$ cat config.mk
export PLATFORM = sky130hd
export DESIGN_NAME = move_dispatcher
export DESIGN_NICKNAME = d
export VERILOG_FILES = /design/src/rtl/move_dispatcher.sv
export SDC_FILE = /design/constraint.sdc
export NUM_CORES = 1
export LEC_CHECK = 0
export BUFFER_PORTS_ARGS = -buffer_cell sky130_fd_sc_hd__buf_2
export CAP_MARGIN = 25
export CORE_ASPECT_RATIO = 1.1
export CORE_MARGIN = 8
export CORE_UTILIZATION = 40
export DETAILED_ROUTE_END_ITERATION = 8
export HOLD_SLACK_MARGIN = 0.15
export PLACE_DENSITY_LB_ADDON = 0.08
export SLEW_MARGIN = 20
export SYNTH_ARGS = -nofsm -noshare
export SYNTH_HDL_FRONTEND = slang
export SYNTH_SLANG_ARGS = --single-unit
export TNS_END_PERCENT = 10
$ cat constraint.sdc
create_clock -name clock -period 12.5 [get_ports clock]
set_clock_uncertainty 0.05 [all_clocks]
set_input_delay 0.625 -clock clock [delete_from_list [all_inputs] [get_ports clock]]
set_output_delay 0.625 -clock clock [all_outputs]
set_load 0.01 [all_outputs]
$ cat src/rtl/move_dispatcher.sv
// move_dispatcher: buffers packed 4-bit cube move codes and hands them one at
// a time to the stepper driver over a start/done handshake. A mechanical
// settle gap follows every move, and a timeout flags stalled moves.
// An unpacker FSM feeds a move FIFO, which a dispatcher FSM drains.
module move_dispatcher #(
    parameter int DEPTH          = 64,
    parameter int SETTLE_CYCLES  = 250000,
    parameter int TIMEOUT_CYCLES = 50000000
) (
    input  logic                     clock,
    input  logic                     reset,
    input  logic                     load_valid,
    input  logic [199:0]             load_moves,
    output logic                     load_ready,
    input  logic                     go,
    input  logic                     pause,
    input  logic                     abort,
    output logic [3:0]               move_code,
    output logic                     move_start,
    input  logic                     move_done,
    output logic                     busy,
    output logic [$clog2(DEPTH):0]   queue_count,
    output logic [7:0]               moves_issued,
    output logic                     all_done,
    output logic                     fault,
    output logic                     bad_code
);

    localparam int AW    = $clog2(DEPTH);
    localparam int TW    = $clog2(TIMEOUT_CYCLES + 1);
    localparam int TLAST = (TIMEOUT_CYCLES > 1) ? TIMEOUT_CYCLES - 1 : 1;
    localparam int SW    = (SETTLE_CYCLES > 1) ? $clog2(SETTLE_CYCLES) : 1;
    localparam int SLAST = (SETTLE_CYCLES > 0) ? SETTLE_CYCLES - 1 : 0;

    typedef enum logic {U_IDLE, U_RUN} ustate_t;
    typedef enum logic [2:0] {D_IDLE, D_ISSUE, D_WAIT, D_SETTLE, D_FAULT} dstate_t;

    ustate_t ustate;
    dstate_t dstate;

    // FIFO storage
    logic [3:0]    mem [DEPTH];
    logic [AW-1:0] wr_ptr;
    logic [AW-1:0] rd_ptr;
    logic [AW:0]   count;
    logic          fifo_full;
    logic          fifo_empty;

    // Unpacker state
    logic [199:0]  batch;
    logic [5:0]    idx;
    logic [3:0]    nib;
    logic          nib_zero;
    logic          nib_legal;
    logic          nib_bad;

    // Dispatcher state
    logic          armed;
    logic          done_d;
    logic          done_rise;
    logic [TW-1:0] tcnt;
    logic [SW-1:0] scnt;

    logic          accept;
    logic          push;
    logic          pop;
    logic          advance;
    logic          adone_cond;

    assign fifo_full   = (count == (AW+1)'(DEPTH));
    assign fifo_empty  = (count == '0);
    assign queue_count = count;

    assign load_ready  = (ustate == U_IDLE);
    assign busy        = (dstate == D_ISSUE) || (dstate == D_WAIT) || (dstate == D_SETTLE);

    assign nib       = batch[{idx, 2'b00} +: 4];
    assign nib_zero  = (nib == 4'd0);
    assign nib_legal = (nib >= 4'd2) && (nib <= 4'd13);
    assign nib_bad   = !nib_zero && !nib_legal;

    // abort overrides acceptance, pushes and pops in the same clock
    assign accept  = load_valid && load_ready && !abort;
    assign push    = (ustate == U_RUN) && nib_legal && !fifo_full && !abort;
    assign pop     = (dstate == D_IDLE) && armed && !pause && !fault && !fifo_empty && !abort;
    // a legal code facing a full FIFO holds the index until space frees up
    assign advance = (ustate == U_RUN) && !nib_zero && !(nib_legal && fifo_full);

    assign done_rise  = move_done && !done_d;
    assign adone_cond = armed && (dstate == D_IDLE) && fifo_empty &&
                        (ustate == U_IDLE) && (moves_issued != '0);

    // Unpacker: walks the latched batch one nibble per clock
    always_ff @(posedge clock or posedge reset) begin
        if (reset) begin
            ustate   <= U_IDLE;
            batch    <= '0;
            idx      <= '0;
            bad_code <= 1'b0;
        end else if (abort) begin
            ustate <= U_IDLE;
        end else begin
            case (ustate)
                U_IDLE: begin
                    if (accept) begin
                        batch  <= load_moves;
                        idx    <= '0;
                        ustate <= U_RUN;
                    end
                end
                U_RUN: begin
                    if (nib_bad)
                        bad_code <= 1'b1;
                    if (nib_zero) begin
                        ustate <= U_IDLE;
                    end else if (advance) begin
                        if (idx == 6'd49)
                            ustate <= U_IDLE;
                        else
                            idx <= idx + 6'd1;
                    end
                end
                default: ustate <= U_IDLE;
            endcase
        end
    end

    // FIFO storage write port; contents need no reset
    always_ff @(posedge clock) begin
        if (push)
            mem[wr_ptr] <= nib;
    end

    // FIFO pointers and occupancy; abort flushes
    always_ff @(posedge clock or posedge reset) begin
        if (reset) begin
            wr_ptr <= '0;
            rd_ptr <= '0;
            count  <= '0;
        end else if (abort) begin
            wr_ptr <= '0;
            rd_ptr <= '0;
            count  <= '0;
        end else begin
            if (push)
                wr_ptr <= wr_ptr + AW'(1);
            if (pop)
                rd_ptr <= rd_ptr + AW'(1);
            case ({push, pop})
                2'b10:   count <= count + (AW+1)'(1);
                2'b01:   count <= count - (AW+1)'(1);
                default: count <= count;
            endcase
        end
    end

    // Dispatcher FSM with arming, issue counting and completion pulse
    always_ff @(posedge clock or posedge reset) begin
        if (reset) begin
            dstate       <= D_IDLE;
            move_code    <= '0;
            move_start   <= 1'b0;
            tcnt         <= '0;
            scnt         <= '0;
            fault        <= 1'b0;
            done_d       <= 1'b0;
            armed        <= 1'b0;
            moves_issued <= '0;
            all_done     <= 1'b0;
        end else begin
            done_d     <= move_done;
            move_start <= 1'b0;
            all_done   <= 1'b0;

            if (abort) begin
                armed <= 1'b0;
            end else if (adone_cond) begin
                armed    <= 1'b0;
                all_done <= 1'b1;
            end else if (go) begin
                armed <= 1'b1;
            end

            if (abort || accept)
                moves_issued <= '0;
            else if ((dstate == D_ISSUE) && (moves_issued != 8'hFF))
                moves_issued <= moves_issued + 8'd1;

            case (dstate)
                D_IDLE: begin
                    if (pop) begin
                        move_code  <= mem[rd_ptr];
                        move_start <= 1'b1;
                        dstate     <= D_ISSUE;
                    end
                end
                D_ISSUE: begin
                    // the issue clock counts as the first elapsed clock, so the
                    // fault lands exactly TIMEOUT_CYCLES clocks after the start
                    tcnt   <= TW'(1);
                    dstate <= D_WAIT;
                end
                D_WAIT: begin
                    if (done_rise) begin
                        scnt   <= '0;
                        dstate <= D_SETTLE;
                    end else if (tcnt == TW'(TLAST)) begin
                        fault  <= 1'b1;
                        dstate <= D_FAULT;
                    end else begin
                        tcnt <= tcnt + TW'(1);
                    end
                end
                D_SETTLE: begin
                    if ((SETTLE_CYCLES == 0) || (scnt == SW'(SLAST)))
                        dstate <= D_IDLE;
                    else
                        scnt <= scnt + SW'(1);
                end
                D_FAULT: begin
                    if (abort)
                        dstate <= D_IDLE;
                end
                default: dstate <= D_IDLE;
            endcase
        end
    end

endmodule

==> results of run 1 <==
[metrics by stage]
step | util, % | power (W) | instances | hold slack (ns)
final | 48.3 | 0.00505 | 3091 | 0.183
after global routing | 48.3 | 0.00531 | 3091 | 0.162
after CTS | 48.3 | 0.00513 | 3091 | 0.150
after detailed placement | 43.5 | 0.00347 | 2877 | 0.411
after global placement | 43.5 | 0.00345 | 2876 | 0.405
after floorplan | - | 0.00310 | 1958 | 0.390
[area by class of cell]
type | count | area, µm² | area share [%]
Inverter | 22 | 90.1 | 0.312
Timing Repair Buffer | 364 | 2430 | 8.41
Sequential cell | 547 | 15000 | 51.9
Multi-Input combinational cell | 1285 | 8640 | 29.9
Clock buffer | 82 | 1600 | 5.54
Clock inverter | 23 | 168 | 0.581
Tap cell | 768 | 961 | 3.33
[path summary, 6_finish.rpt]
path,to,cells after the start,slack [ns],from
min in group asynchronous,batch[33],3,0.64,reset
max reg2reg,queue_count[6],18,6.74,idx[0]
min reg2reg,batch[98],2,0.42,batch[98]
min,batch[190],3,0.18,load_moves[190]
max in group asynchronous,batch[173],4,10.44,reset
max,queue_count[6],18,6.74,idx[0]
[cell families (layout without fill, tap and decap cells)]
group,count (synthesis),in the layout,synth area share [%]
flops,547,547,62.0
compound gates,82,82,2.59
fa+ha+maj,14,14,0.756
mux,175,175,13.7
xor+xnor,58,58,2.18
simple gates,956,956,16.4
buf+inv,126,491,2.35
[where the power goes]
group          internal (W)  switching (W)  total, W  leakage [nW]
combinational      0.000389       0.000613   0.00100          5.17
clock              0.000926       0.000693   0.00162         0.865
sequential          0.00227       0.000162   0.00243          6.04
[per-layer routing]
layer | up-vias | GRT usage, % | wire length, µm
met5 | - | 0 | 0
met4 | 0 | 4.52 | 1340
met3 | 77 | 3.21 | 2690
met2 | 323 | 31.3 | 31800
met1 | 7923 | 23.9 | 27100
li1 | 7482 | - | -
[what timing repair did]
item / 4_1_cts / 5_1_grt
gates resized for setup: 0 / 0
hold buffers: 109 / 0
hold endpoints to repair: 201 / 0
[flip-flops by register name, summed over array words and instances, names as in the netlist]
register	cells
tcnt	26
wr_ptr	6
queue_count	7
done_d	1
mem	256
ustate	1
idx	6
fault	1
move_code	4
scnt	18
moves_issued	8
move_start	1
armed	1
bad_code	1
batch	200
all_done	1
dstate	3
rd_ptr	6
[cell usage in the layout, fill, tap and decap left out, types with 5 or more instances in the layout]
cell type	n
a21o_1	7
a21oi_1	13
a31oi_1	5
and3_1	15
and4_1	6
buf_2	231
buf_4	22
clkbuf_1	17
clkbuf_16	57
clkbuf_8	8
clkinv_1	8
clkinv_2	9
dfrtp_1	287
dlygate4sd3_1	109
edfxtp_1	256
ha_1	13
inv_1	20
mux2_2	13
mux2_4	5
mux2i_1	35
mux4_2	122
nand2_1	645
nand2b_1	7
nand3_1	41
nand4_1	9
nor2_1	165
nor2b_1	16
nor3_1	12
nor4b_1	6
o21ai_0	11
o22ai_1	6
xnor2_1	22
xor2_1	35
[worst max-delay path, stage by stage (launching register included)]
cell      delay [ns]
dfrtp_4         0.39
buf_4           0.70
mux4_2          0.60
mux2_2          0.29
a211oi_1        0.48
a311o_1         0.34
o21a_4          0.23
a211oi_2        0.08
buf_4           0.22
nor3_1          0.63
ha_1            0.40
a21oi_1         0.15
nor2_1          0.07
nor2_1          0.09
nor2b_1         0.06
o21ai_0         0.21
nand3_1         0.11
mux2i_1         0.14
mux2_2          0.34
==> flow_summary_export.csv, run 1 <==
group,metric,value,unit
critical_path,cp.arrival,6.19,ns
yosys,syn_area,0.0242,mm²
layout,final_cell_area,0.0289,mm²
yosys,yosys-top-cells-area,"edfxtp_1 32%, dfrtp_1 30%, mux4_2 11%",
timing,setup_viol_count_final,0,
cts,htree_levels,2,
timing,tightest_slew,0.940,ns
yosys,synth_nets,2179,
placement,place_area,0.0260,mm²
floorplanning,core,0.0597,mm²
yosys,syn_avg_cell_area,12.3,µm²
global_route,antenna_found_initial,0,
yosys,synth-edff-count,256,
timing,setup_slack,6.74,ns
placement,globalplace.congestion,0.793,
timing,finalHoldViolCount,0,
global_route,grtUsageTotal,18.2,%
yosys,yosys.area.top_type,"edfxtp_1",
route,firstDrtPassIters,5,
yosys,synth.top_cells.by_count,"645 x nand2_1, 291 x dfrtp_1, 256 x edfxtp_1, 167 x nor2_1, 122 x mux4_2",
timing,finalWorstPathRequiredPeriod,5.76,ns
run_status,status,"complete, no violations",
yosys,ys_types,75,
timing,slew_headroom,37.0,%
yosys,ys.flop_type,"dfrtp_1",
timing,fin_crit_sh,46.1,%
cts,cts.clk_slew.worst_paths,0.06,ns
power,ir_drop,0.123,mV
cts,post-cts-setup-buffers,0,
placement,hpwl,43000,µm
power,p_per_area,175,mW/mm²
timing,tns,0,ns
placement,numPortBuffers,231,
floorplanning,die_w,250,µm
critical_path,start_kind,"register",
floorplanning,io_pins,232,
floorplanning,initial_utilization,40.4,%
cts,clkSinkCount,547,
global_route,grt_pass1_wl,98100,µm
floorplanning,rows,94,
yosys,yosysSeqAreaShare,62.0,%
route,drc,0,
cts,numCtsBuffers,57,
route,viasPerCell,5.11,
cts,cts_tree,"done",
critical_path,worstPathRequired,12.93,ns
floorplanning,die_area,0.0685,mm²
worst_hold_path,holdCritPathClass,"in -> reg",
cts,clockBufferDepth,3,
layout,nNetsFinal,2498,
layout,antennaDiodeCount,0,
job,maxCapViolations,0,
route,ant_nets,0,
timing,rsz0062_at_grt,"false",
critical_path,crit_path_end_kind,"register",
route,drt-total-wl,63000,µm
route,wl_per_cell,20.4,µm
yosys,synth_top_cell_area_share,31.8,%
yosys,netlist_instances,1958,
floorplanning,fp.dieH,274,µm
timing,slew_viol_final,0,
timing,timing.fmax,174,MHz
layout,drive_above_1_share,21.4,%
critical_path,critPathKind,"reg -> reg",
power,leakage,12.1,nW
global_route,overflow,0,
placement,detailedPlace.worstSlack,6.75,ns
cts,clock_latency,0.61,ns
layout,fillers,5425,
yosys,async_flop_share,53.2,%
yosys,yosys_register_bits,547,
layout,areaGrowthSynthToFinish,19.5,%
route,vias,15800,
cts,root_buffer,"clkbuf_16",
global_route,grt_max_degree,97,
yosys,synth.most_common_cell,"nand2_1",
global_route,grt_pass1_vias,16500,
yosys,ys.warnings.count,0,
critical_path,crit_path_max_fanout,55,
route,first_iter_violations,991,
Note: power is estimated with default switching activity, not from simulation.
==> run 2, diff against run 1 <==
Clock period 12.5 ns to 6 ns, I/O delays scaled along.
==> run 2 against run 1 <==
  * Power up 120%
  * Cell area up 4.5%
  * Sequential power up 110%
  * Register-to-register slack worse by 6.0 ns
  * Routed wire length up 4.7%
  * Cell count up 3.6%
  * Setup slack worse by 6.0 ns
  * Largest power group unchanged
==> flow_summary_export.csv, run 2 (same netlist as run 1, synthesis figures left out) <==
group,metric,value,unit
layout,areaGrowthSynthToFinish,24.9,%
worst_hold_path,holdCritPathClass,"in -> reg",
route,ant_nets,0,
power,cell_internal_pwr,0.00777,W
route,drc,0,
placement,dp_cells,2884,
cts,clockBufferDepth,3,
timing,slew_viol_final,0,
timing,rsz0062_at_grt,"false",
layout,regMostFlops,"mem",
layout,mostFrequentLayoutCells,"645 x nand2_1, 287 x dfrtp_1, 256 x edfxtp_1",
timing,setup_viol_count_final,0,
route,vias,16500,
global_route,grt_max_degree,128,
global_route,overflow,0,
route,viasPerCell,5.14,
route,drt-total-wl,65900,µm
layout,mostFrequentLayoutCell,"nand2_1",
power,clkPwrFrac,33.9,%
power,p_per_area,362,mW/mm²
power,pwr-share-seq,46.9,%
layout,nNetsFinal,2605,
floorplanning,die_area,0.0685,mm²
power,swShare,28.9,%
placement,hpwl,43900,µm
floorplanning,fp.dieH,274,µm
critical_path,cpPeakStageDelay,0.93,ns
floorplanning,rows,94,
timing,finalWorstPathRequiredPeriod,5.26,ns
critical_path,crit_path_end_kind,"register",
route,first_iter_violations,1004,
route,firstDrtPassIters,5,
power,switchingPower,0.00316,W
cts,cts_tree,"done",
global_route,grt_pass1_wl,103000,µm
cts,root_buffer,"clkbuf_16",
job,maxCapViolations,0,
route,wl_per_cell,20.6,µm
critical_path,rrSetupSlack,0.74,ns
power,pwr-share-comb,19.3,%
critical_path,crit_slowest_cell,"dfrtp_4",
cts,htree_levels,2,
run_status,status,"complete, no violations",
floorplanning,initial_utilization,40.4,%
layout,largest_reg_flops,256,
placement,globalplace.congestion,0.800,
floorplanning,io_pins,232,
timing,slew_headroom,30.2,%
timing,tightest_slew,1.05,ns
critical_path,critPathKind,"reg -> reg",
timing,finalHoldViolCount,0,
layout,fin_cells,3203,
critical_path,cp.arrival,5.71,ns
power,leakage,12.6,nW
layout,reg_top3,"mem: 256 flops, batch: 200 flops, tcnt: 26 flops",
global_route,grtUsageTotal,19.1,%
critical_path,crit_chain,"mux4_2 > a22o_1 > a2111oi_0 > a311o_1 > o21a_4 > a211oi_2 > buf_4 > nor3_1 > buf_4 > ha_1 > a21oi_1 > nor2_1 > nor2_1 > nor2b_1 > o21ai_0 > nand3_1 > mux2i_1 > mux2_2",
global_route,antenna_found_initial,0,
layout,fillers,5215,
critical_path,worstPathRequired,6.45,ns
cts,clock_latency,0.62,ns
timing,fin_crit_sh,87.6,%
cts,cts.clk_slew.worst_paths,0.06,ns
floorplanning,core,0.0597,mm²
cts,clkSinkCount,547,
timing,tns,0,ns
global_route,grt_pass1_vias,17700,
timing,timing.fmax,190,MHz
floorplanning,die_w,250,µm
critical_path,crit_path_max_fanout,50,
timing,holdWs,0.288,ns
placement,numPortBuffers,231,
layout,drive_above_1_share,21.2,%
power,ir_drop,0.269,mV
placement,place_area,0.0261,mm²
cts,numCtsBuffers,58,
layout,final_cell_area,0.0302,mm²
critical_path,start_kind,"register",
cts,post-cts-setup-buffers,0,
run 2: critical path, delay by kind of cell (launching register included):
| kind | cells | cell delay, ns |
|---|---|---|
| AOI/OAI and AO/OA | 7 | 1.78 |
| adders and majority gates | 1 | 0.27 |
| buffers and inverters | 2 | 0.40 |
| DFF | 1 | 0.93 |
| muxes | 3 | 1.08 |
| and+or+nand+nor | 5 | 0.56 |
run 2: power groups by stage:
stage          Combinational [W]  Clock [W]  Sequential, W
6_report                 0.00211    0.00370        0.00512
5_1_grt                  0.00235    0.00394        0.00519
4_1_cts                  0.00215    0.00381        0.00513
3_5_place_dp             0.00204          0        0.00520
3_3_place_gp             0.00200          0        0.00521
2_1_floorplan            0.00147          0        0.00499
run 2: area by class of cell:
| type | count | area, µm² | area share (%) |
|---|---|---|---|
| multi-input combinational | 1285 | 8640 | 28.6 |
| clock buffer | 82 | 1620 | 5.38 |
| inverter | 22 | 86.3 | 0.286 |
| antenna | 1 | 2.50 | 0.00830 |
| timing repair buffer | 470 | 3510 | 11.6 |
| sequential | 547 | 15000 | 49.7 |
| tap | 768 | 961 | 3.19 |
| clock inverter | 28 | 358 | 1.19 |
run 2: metrics by stage:
step	total power, W	util, %	setup slack (ns)
after CTS	0.0111	50.4	0.798
after detailed placement	0.00724	43.6	0.839
after global routing	0.0115	50.5	0.521
after global placement	0.00721	43.6	0.841
final	0.0109	50.5	0.742
after floorplan	0.00646	-	1.47
run 2: routing by layer:
layer / part of all wire, % / vias to the layer above / track usage (%)
li1: - / 7695 / -
met1: 42 / 8224 / 24.4
met2: 50 / 412 / 32.4
met3: 4.6 / 142 / 3.46
met4: 3.5 / 0 / 7.28
met5: 0 / - / 0
run 2: what timing repair did:
action | 4_1_cts | 5_1_grt
setup endpoints to repair | 0 | 0
hold endpoints to repair | 308 | 0
hold buffers | 206 | 0
gates resized for setup | 0 | 0
run 2: path summary, 6_finish.rpt:
| kind | startpoint | end | cells after the start |
|---|---|---|---|
| worst max-delay path | idx[1] | queue_count[6] | 18 |
| worst min-delay path | move_done | done_d | 2 |
| worst max register to register | idx[1] | queue_count[6] | 18 |
| worst min register to register | bad_code | bad_code | 1 |
| max in group asynchronous | reset | moves_issued[3] | 5 |
| min in group asynchronous | reset | batch[156] | 4 |
==> run 3, diff against run 2 <==
==> constraint.sdc (replaced) <==
create_clock -name clock -period 6 [get_ports clock]
set_clock_uncertainty 0.05 [all_clocks]
set_input_delay 1.2 -clock clock [delete_from_list [all_inputs] [get_ports clock]]
set_output_delay 1.2 -clock clock [all_outputs]
set_load 0.01 [all_outputs]
==> run 3 against run 2 <==
  * Cell area decreased by 7.0%
  * Clock power down 3%
  * Critical endpoint unchanged
  * Setup slack improved by 0.16 ns
  * Largest power group unchanged
  * Highest routed layer unchanged
==> flow_summary_export.csv, run 3 (same netlist as run 1, synthesis figures left out) <==
group,metric,value,unit
timing,finalHoldViolCount,0,
floorplanning,rows,94,
route,vias,15500,
layout,nNetsFinal,2394,
critical_path,critPathKind,"reg -> reg",
timing,tightest_slew,0.953,ns
worst_hold_path,holdCritPathClass,"reg -> reg",
power,leakage,11.7,nW
floorplanning,io_pins,232,
critical_path,start_kind,"register",
power,p_per_area,382,mW/mm²
placement,hpwl,44200,µm
cts,clockBufferDepth,3,
global_route,overflow,0,
route,viasPerCell,5.18,
route,ant_nets,0,
placement,globalplace.congestion,0.816,
critical_path,crit_path_max_fanout,38,
timing,timing.fmax,196,MHz
floorplanning,initial_utilization,40.4,%
power,pwr-share-comb,18.9,%
floorplanning,fp.dieH,274,µm
floorplanning,core,0.0597,mm²
layout,areaGrowthSynthToFinish,16.1,%
global_route,grt_pass1_vias,16500,
floorplanning,die_area,0.0685,mm²
cts,cts_resized,0,
layout,largest_reg_flops,256,
timing,slew_headroom,36.4,%
route,drt-total-wl,63800,µm
layout,regMostFlops,"mem",
cts,cts_tree,"done",
cts,post-cts-setup-buffers,0,
cts,clkSinkCount,547,
timing,rsz0062_at_grt,"false",
timing,tns,0,ns
global_route,grtUsageTotal,18.6,%
power,clkPwrFrac,33.5,%
route,first_iter_violations,1050,
timing,setup_viol_count_final,0,
placement,numPortBuffers,231,
layout,antennaDiodeCount,0,
critical_path,worstPathRequired,6.45,ns
cts,numCtsBuffers,56,
timing,finalWorstPathRequiredPeriod,5.10,ns
timing,slew_viol_final,0,
route,wl_per_cell,21.3,µm
power,pwr-share-seq,47.6,%
cts,hold_buffers,0,
floorplanning,die_w,250,µm
timing,fin_crit_sh,84.9,%
cts,clock_latency,0.62,ns
critical_path,cp.arrival,5.54,ns
layout,reg_top3,"mem: 256 flops, batch: 200 flops, tcnt: 26 flops",
critical_path,crit_path_end_kind,"register",
power,switchingPower,0.00311,W
job,maxCapViolations,0,
layout,mostFrequentLayoutCells,"645 x nand2_1, 287 x dfrtp_1, 256 x edfxtp_1",
route,firstDrtPassIters,5,
run_status,status,"complete, no violations",
power,swShare,29.0,%
global_route,grt_max_degree,121,
layout,drive_above_1_share,23.1,%
power,ir_drop,0.297,mV
global_route,grt_pass1_wl,99100,µm
timing,holdWs,0.423,ns
cts,root_buffer,"clkbuf_16",
route,drc,0,
power,cell_internal_pwr,0.00761,W
cts,cts.clk_slew.worst_paths,0.06,ns
cts,htree_levels,2,
global_route,antenna_found_initial,0,
layout,mostFrequentLayoutCell,"nand2_1",
[run 3: cell types whose count changed in the layout (fill, tap and decap cells not counted), moves of 2 or more]
cell and change:
buf_12 +3, buf_4 -7, clkbuf_1 -3, clkinv_1 -2, clkinv_2 +4, clkinv_8 +2, dlygate4sd3_1 -206
[run 3: layout make-up]
| class | instances | area [µm²] |
|---|---|---|
| Clock buffer | 79 | 1590 |
| Clock inverter | 26 | 312 |
| Fill cell | 5512 | 31700 |
| Inverter | 22 | 86.3 |
| Multi-Input combinational cell | 1285 | 8640 |
| Sequential cell | 547 | 15000 |
| Tap cell | 768 | 961 |
| Timing Repair Buffer | 261 | 1470 |
[run 3: power by group through the flow]
stage                     Clock, W  Sequential (W)  Combinational (W)
after floorplan                  0         0.00499            0.00147
after global placement           0         0.00519            0.00203
after detailed placement         0         0.00518            0.00208
after CTS                  0.00369         0.00511            0.00208
after global routing       0.00384         0.00517            0.00228
final                      0.00359         0.00510            0.00203
[run 3: per-stage QoR]
step	cells	power (W)	instance area (µm²)	util [%]	setup slack [ns]
floorplan	1958	0.00646	24200	-	0.889
global placement	2881	0.00722	26100	43.7	1.01
detailed placement	2881	0.00726	26100	43.7	0.927
CTS	2986	0.0109	28000	46.9	0.898
global route	2988	0.0113	28000	46.9	0.551
finish	2988	0.0107	28000	46.9	0.904
[run 3: layer usage]
metal / up-vias / share of wire, % / GRT usage [%]
met4: 0 / 2.7 / 5.45
li1: 7264 / - / -
met3: 89 / 4.6 / 3.58
met2: 337 / 50 / 31.1
met1: 7799 / 43 / 24.5
met5: - / 0 / 0
[run 3: final timing paths]
path	start	end	slack [ns]	cells after the start
min reg2reg	batch[8]	batch[8]	0.42	2
max in group asynchronous	reset	rd_ptr[0]	4.23	4
max	idx[1]	queue_count[6]	0.90	18
min	batch[8]	batch[8]	0.42	2
max reg2reg	idx[1]	queue_count[6]	0.90	18
min in group asynchronous	reset	batch[152]	0.47	2
[run 3: worst max-delay path, stage by stage (launching register included)]
cell and delay, ns:
dfrtp_4 0.84, mux4_2 0.58, a22o_1 0.26, a2111oi_0 0.52, a311o_1 0.34, a2111oi_4 0.12, a211oi_2 0.19, buf_4 0.25
nor3_1 0.08, buf_4 0.18, fa_1 0.40, a21oi_1 0.14, nor2_1 0.07, nor2_1 0.08, nor2b_1 0.06, o21ai_0 0.21
nand3_1 0.11, mux2i_1 0.14, mux2_2 0.34
